<file path="src/rtl/wash_sequencer.sv">
// Washing machine run controller: selection, run/pause/done FSM, 1 s time base,
// wash/rinse/spin phase countdown and valve/buzzer drive.
module wash_sequencer #(
  parameter int unsigned TICK_DIV = 100_000_000,
  parameter int unsigned BUZZ_SEC = 5
) (
  input  logic       clk,
  input  logic       power_light,
  input  logic       start_pause,
  input  logic       model_next,
  input  logic       water_next,
  output logic [1:0] run_state,
  output logic [2:0] current_model,
  output logic [2:0] current_water,
  output logic [1:0] current_program,
  output logic [6:0] phase_time,
  output logic [6:0] total_time,
  output logic       in_water,
  output logic       out_water,
  output logic       buzzer
);

  typedef enum logic [1:0] {
    StIdle  = 2'd0,
    StRun   = 2'd1,
    StPause = 2'd2,
    StDone  = 2'd3
  } state_e;

  localparam int unsigned CntW  = (TICK_DIV > 1) ? $clog2(TICK_DIV) : 1;
  localparam int unsigned BuzzW = (BUZZ_SEC > 0) ? $clog2(BUZZ_SEC + 1) : 1;
  localparam logic [CntW-1:0]  TickMax  = CntW'(TICK_DIV - 1);
  localparam logic [BuzzW-1:0] BuzzLoad = BuzzW'(BUZZ_SEC);

  state_e           state_q, state_d;
  logic [2:0]       model_q, model_d, water_q, water_d;
  logic [1:0]       prog_q, prog_d;
  logic [6:0]       phase_q, phase_d, total_q, total_d;
  logic [CntW-1:0]  tick_cnt_q, tick_cnt_d;
  logic [BuzzW-1:0] buzz_q, buzz_d;
  logic             buzzer_q, buzzer_d;

  logic       tick;
  logic [2:0] mask;
  logic [1:0] first_prog, next_prog;
  logic       has_next;
  logic [6:0] plan_total, w7, elapsed;

  function automatic logic [6:0] dur(input logic [1:0] prog, input logic [2:0] w);
    logic [6:0] wx;
    wx = {4'd0, w};
    case (prog)
      2'd0:    dur = 7'd9 + wx;
      2'd1:    dur = 7'd9 + (wx << 1);
      default: dur = 7'd3 + wx;
    endcase
  endfunction

  // Bit 0 wash, bit 1 rinse, bit 2 spin.
  function automatic logic [2:0] phase_mask(input logic [2:0] m);
    case (m)
      3'd0:    phase_mask = 3'b111;
      3'd1:    phase_mask = 3'b001;
      3'd2:    phase_mask = 3'b011;
      3'd3:    phase_mask = 3'b010;
      3'd4:    phase_mask = 3'b110;
      default: phase_mask = 3'b100;
    endcase
  endfunction

  assign w7   = {4'd0, water_q};
  assign mask = phase_mask(model_q);
  assign tick = ((state_q == StRun) || (state_q == StDone)) && (tick_cnt_q == TickMax);

  always_comb begin
    first_prog = mask[0] ? 2'd0 : (mask[1] ? 2'd1 : 2'd2);
    plan_total = (mask[0] ? dur(2'd0, water_q) : 7'd0) +
                 (mask[1] ? dur(2'd1, water_q) : 7'd0) +
                 (mask[2] ? dur(2'd2, water_q) : 7'd0);
    has_next   = 1'b0;
    next_prog  = 2'd2;
    if (prog_q == 2'd0 && mask[1]) begin
      has_next  = 1'b1;
      next_prog = 2'd1;
    end else if (prog_q != 2'd2 && mask[2]) begin
      has_next  = 1'b1;
      next_prog = 2'd2;
    end
  end

  always_comb begin
    state_d    = state_q;
    model_d    = model_q;
    water_d    = water_q;
    prog_d     = prog_q;
    phase_d    = phase_q;
    total_d    = total_q;
    tick_cnt_d = tick_cnt_q;
    buzz_d     = buzz_q;
    buzzer_d   = buzzer_q;

    if (state_q == StRun || state_q == StDone) begin
      tick_cnt_d = tick ? '0 : tick_cnt_q + 1'b1;
    end

    unique case (state_q)
      StIdle: begin
        if (model_next) model_d = (model_q >= 3'd5) ? 3'd0 : model_q + 3'd1;
        if (water_next) water_d = (water_q >= 3'd5) ? 3'd1 : water_q + 3'd1;
        prog_d  = first_prog;
        phase_d = dur(first_prog, water_q);
        total_d = plan_total;
        if (start_pause) begin
          state_d    = StRun;
          tick_cnt_d = '0;
        end
      end
      StRun: begin
        if (start_pause) state_d = StPause;
        if (tick) begin
          total_d = total_q - 7'd1;
          if (phase_q > 7'd1) begin
            phase_d = phase_q - 7'd1;
          end else if (has_next) begin
            prog_d  = next_prog;
            phase_d = dur(next_prog, water_q);
          end else begin
            // Finishing the programme takes priority over a coincident pause.
            state_d  = StDone;
            phase_d  = 7'd0;
            total_d  = 7'd0;
            buzzer_d = 1'b1;
            buzz_d   = BuzzLoad;
          end
        end
      end
      StPause: begin
        if (start_pause) state_d = StRun;
      end
      StDone: begin
        if (start_pause) begin
          state_d  = StIdle;
          buzzer_d = 1'b0;
        end else if (tick) begin
          buzz_d = buzz_q - 1'b1;
          if (buzz_q <= 1) begin
            state_d  = StIdle;
            buzzer_d = 1'b0;
          end
        end
      end
      default: state_d = StIdle;
    endcase
  end

  always_ff @(posedge clk or negedge power_light) begin
    if (!power_light) begin
      state_q    <= StIdle;
      model_q    <= 3'd0;
      water_q    <= 3'd3;
      prog_q     <= 2'd0;
      phase_q    <= 7'd12;
      total_q    <= 7'd33;
      tick_cnt_q <= '0;
      buzz_q     <= '0;
      buzzer_q   <= 1'b0;
    end else begin
      state_q    <= state_d;
      model_q    <= model_d;
      water_q    <= water_d;
      prog_q     <= prog_d;
      phase_q    <= phase_d;
      total_q    <= total_d;
      tick_cnt_q <= tick_cnt_d;
      buzz_q     <= buzz_d;
      buzzer_q   <= buzzer_d;
    end
  end

  // Seconds already spent in the current phase drive the valve schedule.
  assign elapsed = dur(prog_q, water_q) - phase_q;

  always_comb begin
    in_water  = 1'b0;
    out_water = 1'b0;
    if (state_q == StRun) begin
      case (prog_q)
        2'd0: in_water = (elapsed < w7);
        2'd1: begin
          out_water = (elapsed < w7 + 7'd3);
          in_water  = (elapsed >= w7 + 7'd3) && (elapsed < (w7 << 1) + 7'd3);
        end
        default: out_water = 1'b1;
      endcase
    end
  end

  assign run_state       = state_q;
  assign current_model   = model_q;
  assign current_water   = water_q;
  assign current_program = prog_q;
  assign phase_time      = phase_q;
  assign total_time      = total_q;
  assign buzzer          = buzzer_q;

endmodule

</file>
<file path="config.mk">
export PLATFORM = sky130hd
export DESIGN_NAME = wash_sequencer
export DESIGN_NICKNAME = d
export VERILOG_FILES = /design/src/rtl/wash_sequencer.sv
export SDC_FILE = /design/constraint.sdc
export NUM_CORES = 1
export LEC_CHECK = 0
export CAP_MARGIN = 20
export CORE_ASPECT_RATIO = 0.6
export CORE_UTILIZATION = 60
export CTS_BUF_LIST = sky130_fd_sc_hd__clkbuf_16
export DETAILED_ROUTE_END_ITERATION = 10
export PLACE_DENSITY = 0.92
export SYNTH_ARGS = -nofsm -noshare
export SYNTH_HDL_FRONTEND = slang
export SYNTH_SLANG_ARGS = --single-unit
</file>
<file path="constraint.sdc">
create_clock -name clk -period 5.09 [get_ports clk]
set_input_delay 0.509 -clock clk [delete_from_list [all_inputs] [get_ports clk]]
set_output_delay 0.509 -clock clk [all_outputs]
set_load 0.005 [all_outputs]
</file>
# Yosys cells after proc, flatten, opt, wreduce, memory -nomap -nowiden
# Index checks and enable logic that the tools add are counted.
# op_classes
n_addsub	13
order_cmp	8
eq_ne	21
n_mux	56
n_reduce_logical	20
# op_table
operator	count
$mux W27	4
$mux W7	9
$pmux W5 S2	3
$mux W2	14
$pmux W7 S2	2
$add A27 B1 Y27 const B	1
$eq A27 B27 Y1 const B	1
$mux W3	7
$pmux W3 S5	1
$add A7 B7 Y7	2
$ne A2 B2 Y1 const B	7
$sub A7 B1 Y7 const B	2
$reduce_and A6 Y1	2
$mux W1	10
$eq A2 B1 Y1 const B	4
$logic_not A2 Y1	4
$ge A7 B4 Y1	1
$gt A7 B1 Y1 const B	1
$lt A7 B3 Y1	1
$lt A7 B5 Y1	1
$lt A7 B7 Y1	1
$sub A7 B7 Y7	1
$add A3 B1 Y3 const B	2
$eq A3 B2 Y1 const B	2
other kinds (25)	35
# totals
register_bits	55
inputBits	5
output_inout_bits	27
elab_cells	127

# Logic depth before layout (Yosys ltp)
# logic_depth
word_depth	10
ltp_mapped	16
depth_no_buf	16

# Least setup slack after synthesis
# Ideal clock, no wire load.
# synth_timing
path_kind	reg-to-output
start	register water_q[1] (netlist: current_water[1])
end	output port in_water
t_arrival_ps	3515
t_required_ps	4581
path_slack_ps	1066
path_stages_with_launch	17
path_buffers	1
cell_sequence	dfstp_2 -> clkbuf_1 -> inv_1 -> ha_1 -> inv_1 -> o21ai_0 -> o21a_1 -> inv_1 -> fa_1 -> nor2b_1 -> o21ai_0 -> a21oi_1 -> ha_1 -> a2111oi_0 -> o21ai_0 -> a21oi_1 -> o22a_1
# synth_between
elab_chain_cells	7
word_cells_on_any_way	12
cone_classes	add/sub (5); order compare (3); mux (3); reduce/logical (1)
# synth_lines
item	line_no	text
start: declaration	36	logic [2:0] model_q, model_d, water_q, water_d;
start signal: assignment	170	water_q <= water_d;
$add A4 B3 Y5, or another cell as far along	53	2'd0: dur = 7'd9 + wx;
$pmux W5 S2	52	case (prog)
$sub A7 B7 Y7	181	assign elapsed = dur(prog_q, water_q) - phase_q;
$ge A7 B4 Y1 / $lt A7 B5 Y1 (equally long branches)	191	in_water = (elapsed >= w7 + 7'd3) && (elapsed < (w7 << 1) + 7'd3);
$logic_and A1 B1 Y1	191	
$pmux W1 S2 *	187	case (prog_q)
$mux W1 *	186	if (state_q == StRun) begin
end: declaration	18	output logic in_water,
# Every way passes the cells marked *; elsewhere a longest branch is shown, timed or not.

# Worst setup path after layout
# Same ends and word-level chain as after synthesis.

==> flow_summary_export.csv <==
group,metric,value,unit
status,outcome,"finished, violations left",
status,violations,"DRC",
yosys,synth.lib_cells_used.distinct,63,
worst_setup_path,worstPathMaxFanout,7,
worst_setup_path,crit_buf_inv,2,
worst_setup_path,crit_chain,"buf_4, ha_1, ha_1, mux2i_1, o21ai_1, ha_1, nor2b_2, o21ai_0, a21oi_2, ha_1, a2111oi_1, o21ai_1, a21oi_1, o22a_1, clkdlybuf4s50_1",
final_layout,postLayoutCoreUtil,0.7181,
final_layout,mostFrequentLayoutCells,"52 x sky130_fd_sc_hd__nor2_1, 49 x sky130_fd_sc_hd__dfrtp_1, 46 x sky130_fd_sc_hd__nand2_1",
sta,final-max-slew-violation-count,0,
worst_setup_path,critPathCaptureType,"primary output",
worst_setup_path,timing.critical_path.slowest_cell_delay,0.59,ns
final_layout,drive_above_1_share,0.07477,
sta,max_freq,205.9,MHz
worst_setup_path,timing.critical_path.slowest_stage_cell,"sky130_fd_sc_hd__dfstp_2",
yosys,synth.cell_area,4285,sq um
yosys,yosysWarningCount,0,
die,initial_core_utilization,0.6310,
job,timing.max_cap.violations,0,
route,ant_nets,0,
die,ioPinCount,32,
placement,cell_count_after_placement,609,
worst_setup_path,regToRegStartpoint,"current_model[1]",
clock_network,cts.clk_slew.worst_paths,0.08,ns
die,vertical_extent_of_the_die,67.46,microns
yosys,largest_family_of_logic_cells_by_synthesized_area,"simple AND/OR/NAND/NOR gates",
yosys,nets_in_the_synthesized_netlist,553,
yosys,yosys.area.top_type,"sky130_fd_sc_hd__dfrtp_1",
die,floorplan.die.width,111.1,microns
final_layout,diodes,0,
yosys,synth-main-ff-cell,"sky130_fd_sc_hd__dfrtp_1",
worst_setup_path,crit_required,4.58,ns
sta,worst_slew_margin,0.4337,
route,num_vias,4036,
route,detail_route.vias_per_cell,6.489,
clock_network,clock_tree.root_cell,"sky130_fd_sc_hd__clkbuf_16",
worst_hold_path,worst_hold_path_type,"in -> async",
yosys,proportion_of_register_bits_with_asynchronous_set_or_reset_after_synthesis,1.000,
sta,worstMarginPinSlew,0.8494,ns
route,wire_length_after_detailed_routing,11.30,mm
worst_setup_path,reg2regPathDepth,13,
final_layout,final_cells,622,
final_layout,fin_nets,580,
worst_setup_path,cp_launch_type,"register",
yosys,postSynthRegisterBits,55,
worst_setup_path,crit_arrival,4.35,ns
placement,io_buffers,31,
sta,fin_skew,0.006955,ns
final_layout,syn2layout_area_growth,13.81,%
grt,grt.overflow.total,0,
yosys,post_synth_fa_ha_maj_area_fraction,0.1302,
route,drt_first_pass_iters,9,
grt,grt_max_degree,56,
yosys,synth_xor_area_frac,0.07358,
placement,preCtsSetupSlack,0.3695,ns
worst_setup_path,ff2ff_setup_slack,1.54,ns
yosys,synth_top_area_frac,0.2861,
clock_network,numCtsBuffers,5,
sta,fin_crit,4.856,ns
worst_setup_path,critPathTopFamily,"compound AO/OA/AOI/OAI gates",
sta,hold_violations,0,
final_layout,n_fill_cell,499,
route,avgRoutedWirePerCell,18.16,microns
yosys,post_synth_and_or_nand_nor_area_fraction,0.2210,
worst_setup_path,timing_worst_setup_path_type,"reg -> out",
yosys,synth_edf_count,0,
yosys,postSynthAreaPerCell,8.452,sq um
route,detailed_router_s_first_iteration_violation_count,425,
worst_setup_path,worst_r2r_endpoint,"total_time[5]",
clock_network,cts-htree-levels,2,
placement,post_dp_hpwl,8.244,mm
grt,vias_in_the_first_global_route,3669,
clock_network,cts_num_sinks,55,
sta,worst_slack,0.2343,ns
yosys,synth.mux.area_fraction,0.01693,
die,rows,23,
yosys,synth_compound_gate_area_share,0.1834,
yosys,syn-instance-count,507,
sta,timing.final.crit_share,0.9540,
clock_network,clkLatencyLatePin,0.30,ns
clock_network,cts_tree,"yes",
yosys,synth_seq_area_share,0.3229,
die,die_ar,7495,sq um
grt,grt_pass1_wl,18.10,mm
route,drc,6,
worst_setup_path,path_common_cell,"sky130_fd_sc_hd__ha_1",
grt,grt.total_usage,0.3087,
yosys,synth_area_leaders,"sky130_fd_sc_hd__dfrtp_1 29%, sky130_fd_sc_hd__ha_1 10%, sky130_fd_sc_hd__xor2_1 4.9%",
grt,antenna_found_initial,0,
die,design.core.area,6792,sq um
sta,totalNegativeSetupSlack,0,ns
final_layout,most_frequent_standard_cell_in_the_layout_excluding_fill_and_tap_cells,"sky130_fd_sc_hd__nor2_1",
placement,final_weighted_congestion_in_routability_driven_placement,0.9423,
clock_network,clockBufferDepth,2,
sta,setup_violations,0,
repair_timing:
item / in CTS / in global routing
resized for setup: 0 / 8
endpoints found under the setup margin: 0 / 2
hold buffers: 0 / 0
hold endpoints to repair: 0 / 0
setup buffers: 0 / 5
through the flow:
step                      cell area (sq um)  hold slack, ns
after floorplan                        4285          0.2134
after global placement                 4653          0.4988
after detailed placement               4653          0.5026
after CTS                              4820          0.3866
after global routing                   4877          0.4161
final                                  4877          0.3452
registers in the layout (all words and copies together), names as in the netlist:
| name | flops |
|---|---|
| current_model | 3 |
| phase_time | 7 |
| run_state | 2 |
| tick_cnt_q | 27 |
| buzzer | 1 |
| current_program | 2 |
| buzz_q | 3 |
| current_water | 3 |
| total_time | 7 |
synth_stat cells (3+ instances only):
library cell and count:
sky130_fd_sc_hd__a211oi_1 5, sky130_fd_sc_hd__a21o_1 6, sky130_fd_sc_hd__a21oi_1 30, sky130_fd_sc_hd__a31oi_1 9
sky130_fd_sc_hd__and2_1 3, sky130_fd_sc_hd__and3_1 4, sky130_fd_sc_hd__and4_1 5, sky130_fd_sc_hd__buf_1 3
sky130_fd_sc_hd__buf_2 4, sky130_fd_sc_hd__clkbuf_1 14, sky130_fd_sc_hd__dfrtp_1 49, sky130_fd_sc_hd__dfstp_2 6
sky130_fd_sc_hd__fa_1 6, sky130_fd_sc_hd__ha_1 35, sky130_fd_sc_hd__inv_1 37, sky130_fd_sc_hd__mux2i_1 5
sky130_fd_sc_hd__nand2_1 46, sky130_fd_sc_hd__nand2b_1 7, sky130_fd_sc_hd__nand3_1 18, sky130_fd_sc_hd__nand4_1 13
sky130_fd_sc_hd__nor2_1 52, sky130_fd_sc_hd__nor2b_1 7, sky130_fd_sc_hd__nor3_1 15, sky130_fd_sc_hd__nor4_1 3
sky130_fd_sc_hd__o211ai_1 8, sky130_fd_sc_hd__o21ai_0 33, sky130_fd_sc_hd__o22ai_1 3, sky130_fd_sc_hd__xnor2_1 12
sky130_fd_sc_hd__xor2_1 24
cell families (layout without fill, tap and decap cells):
| logic type | Yosys count | after routing |
|---|---|---|
| and+or+nand+nor | 187 | 187 |
| muxes | 7 | 7 |
| AOI/OAI and AO/OA | 123 | 123 |
| buffers and inverters | 58 | 86 |
| xor gates and xnor gates | 36 | 36 |
| DFF | 55 | 55 |
| adders and majority gates | 41 | 41 |
worst max-delay path by stage:
stage                     startpoint  endpoint  slack, ns  cells after the start
global route        current_water[1]  in_water      -0.02                     15
detailed placement  current_water[0]  in_water       0.37                     16
floorplan           current_water[1]  in_water       1.07                     16
finish              current_water[1]  in_water       0.23                     15
global placement    current_water[1]  in_water       0.60                     16
CTS                 current_water[0]  in_water       0.04                     16
final cells by class:
| class | instances | area, sq um | share of cell area |
|---|---|---|---|
| sequential | 55 | 1384 | 0.2837 |
| clock inverter | 3 | 41.29 | 0.008466 |
| timing repair buffer | 41 | 380.4 | 0.07799 |
| clock buffer | 5 | 125.1 | 0.02565 |
| tap | 87 | 108.9 | 0.02232 |
| multi-input combinational | 394 | 2699 | 0.5534 |
| inverter | 37 | 138.9 | 0.02848 |
worst register-to-register path: cells and delay by family, from the launching register on:
kind / cells / cell delay, ns
buffers and inverters: 2 / 0.16
AND/OR/NAND/NOR: 3 / 1.00
flip-flops: 1 / 0.50
XOR/XNOR: 1 / 0.14
adder cells (fa/ha/maj): 3 / 1.05
AO/OA/AOI/OAI: 4 / 0.62
layer usage:
| layer | up-vias | track usage | wire length [microns] | share of wire |
|---|---|---|---|---|
| met5 | - | 0 | 0 | 0 |
| met4 | 0 | 0.08784 | 187 | 0.017 |
| met3 | 34 | 0.08528 | 1398 | 0.12 |
| met2 | 275 | 0.4678 | 4695 | 0.42 |
| met1 | 1874 | 0.4354 | 5014 | 0.44 |
| li1 | 1853 | - | - | - |
Power is left out: the tool's default activity adds up to more than one toggle a clock period on the data nets, which glitch-free logic cannot reach.
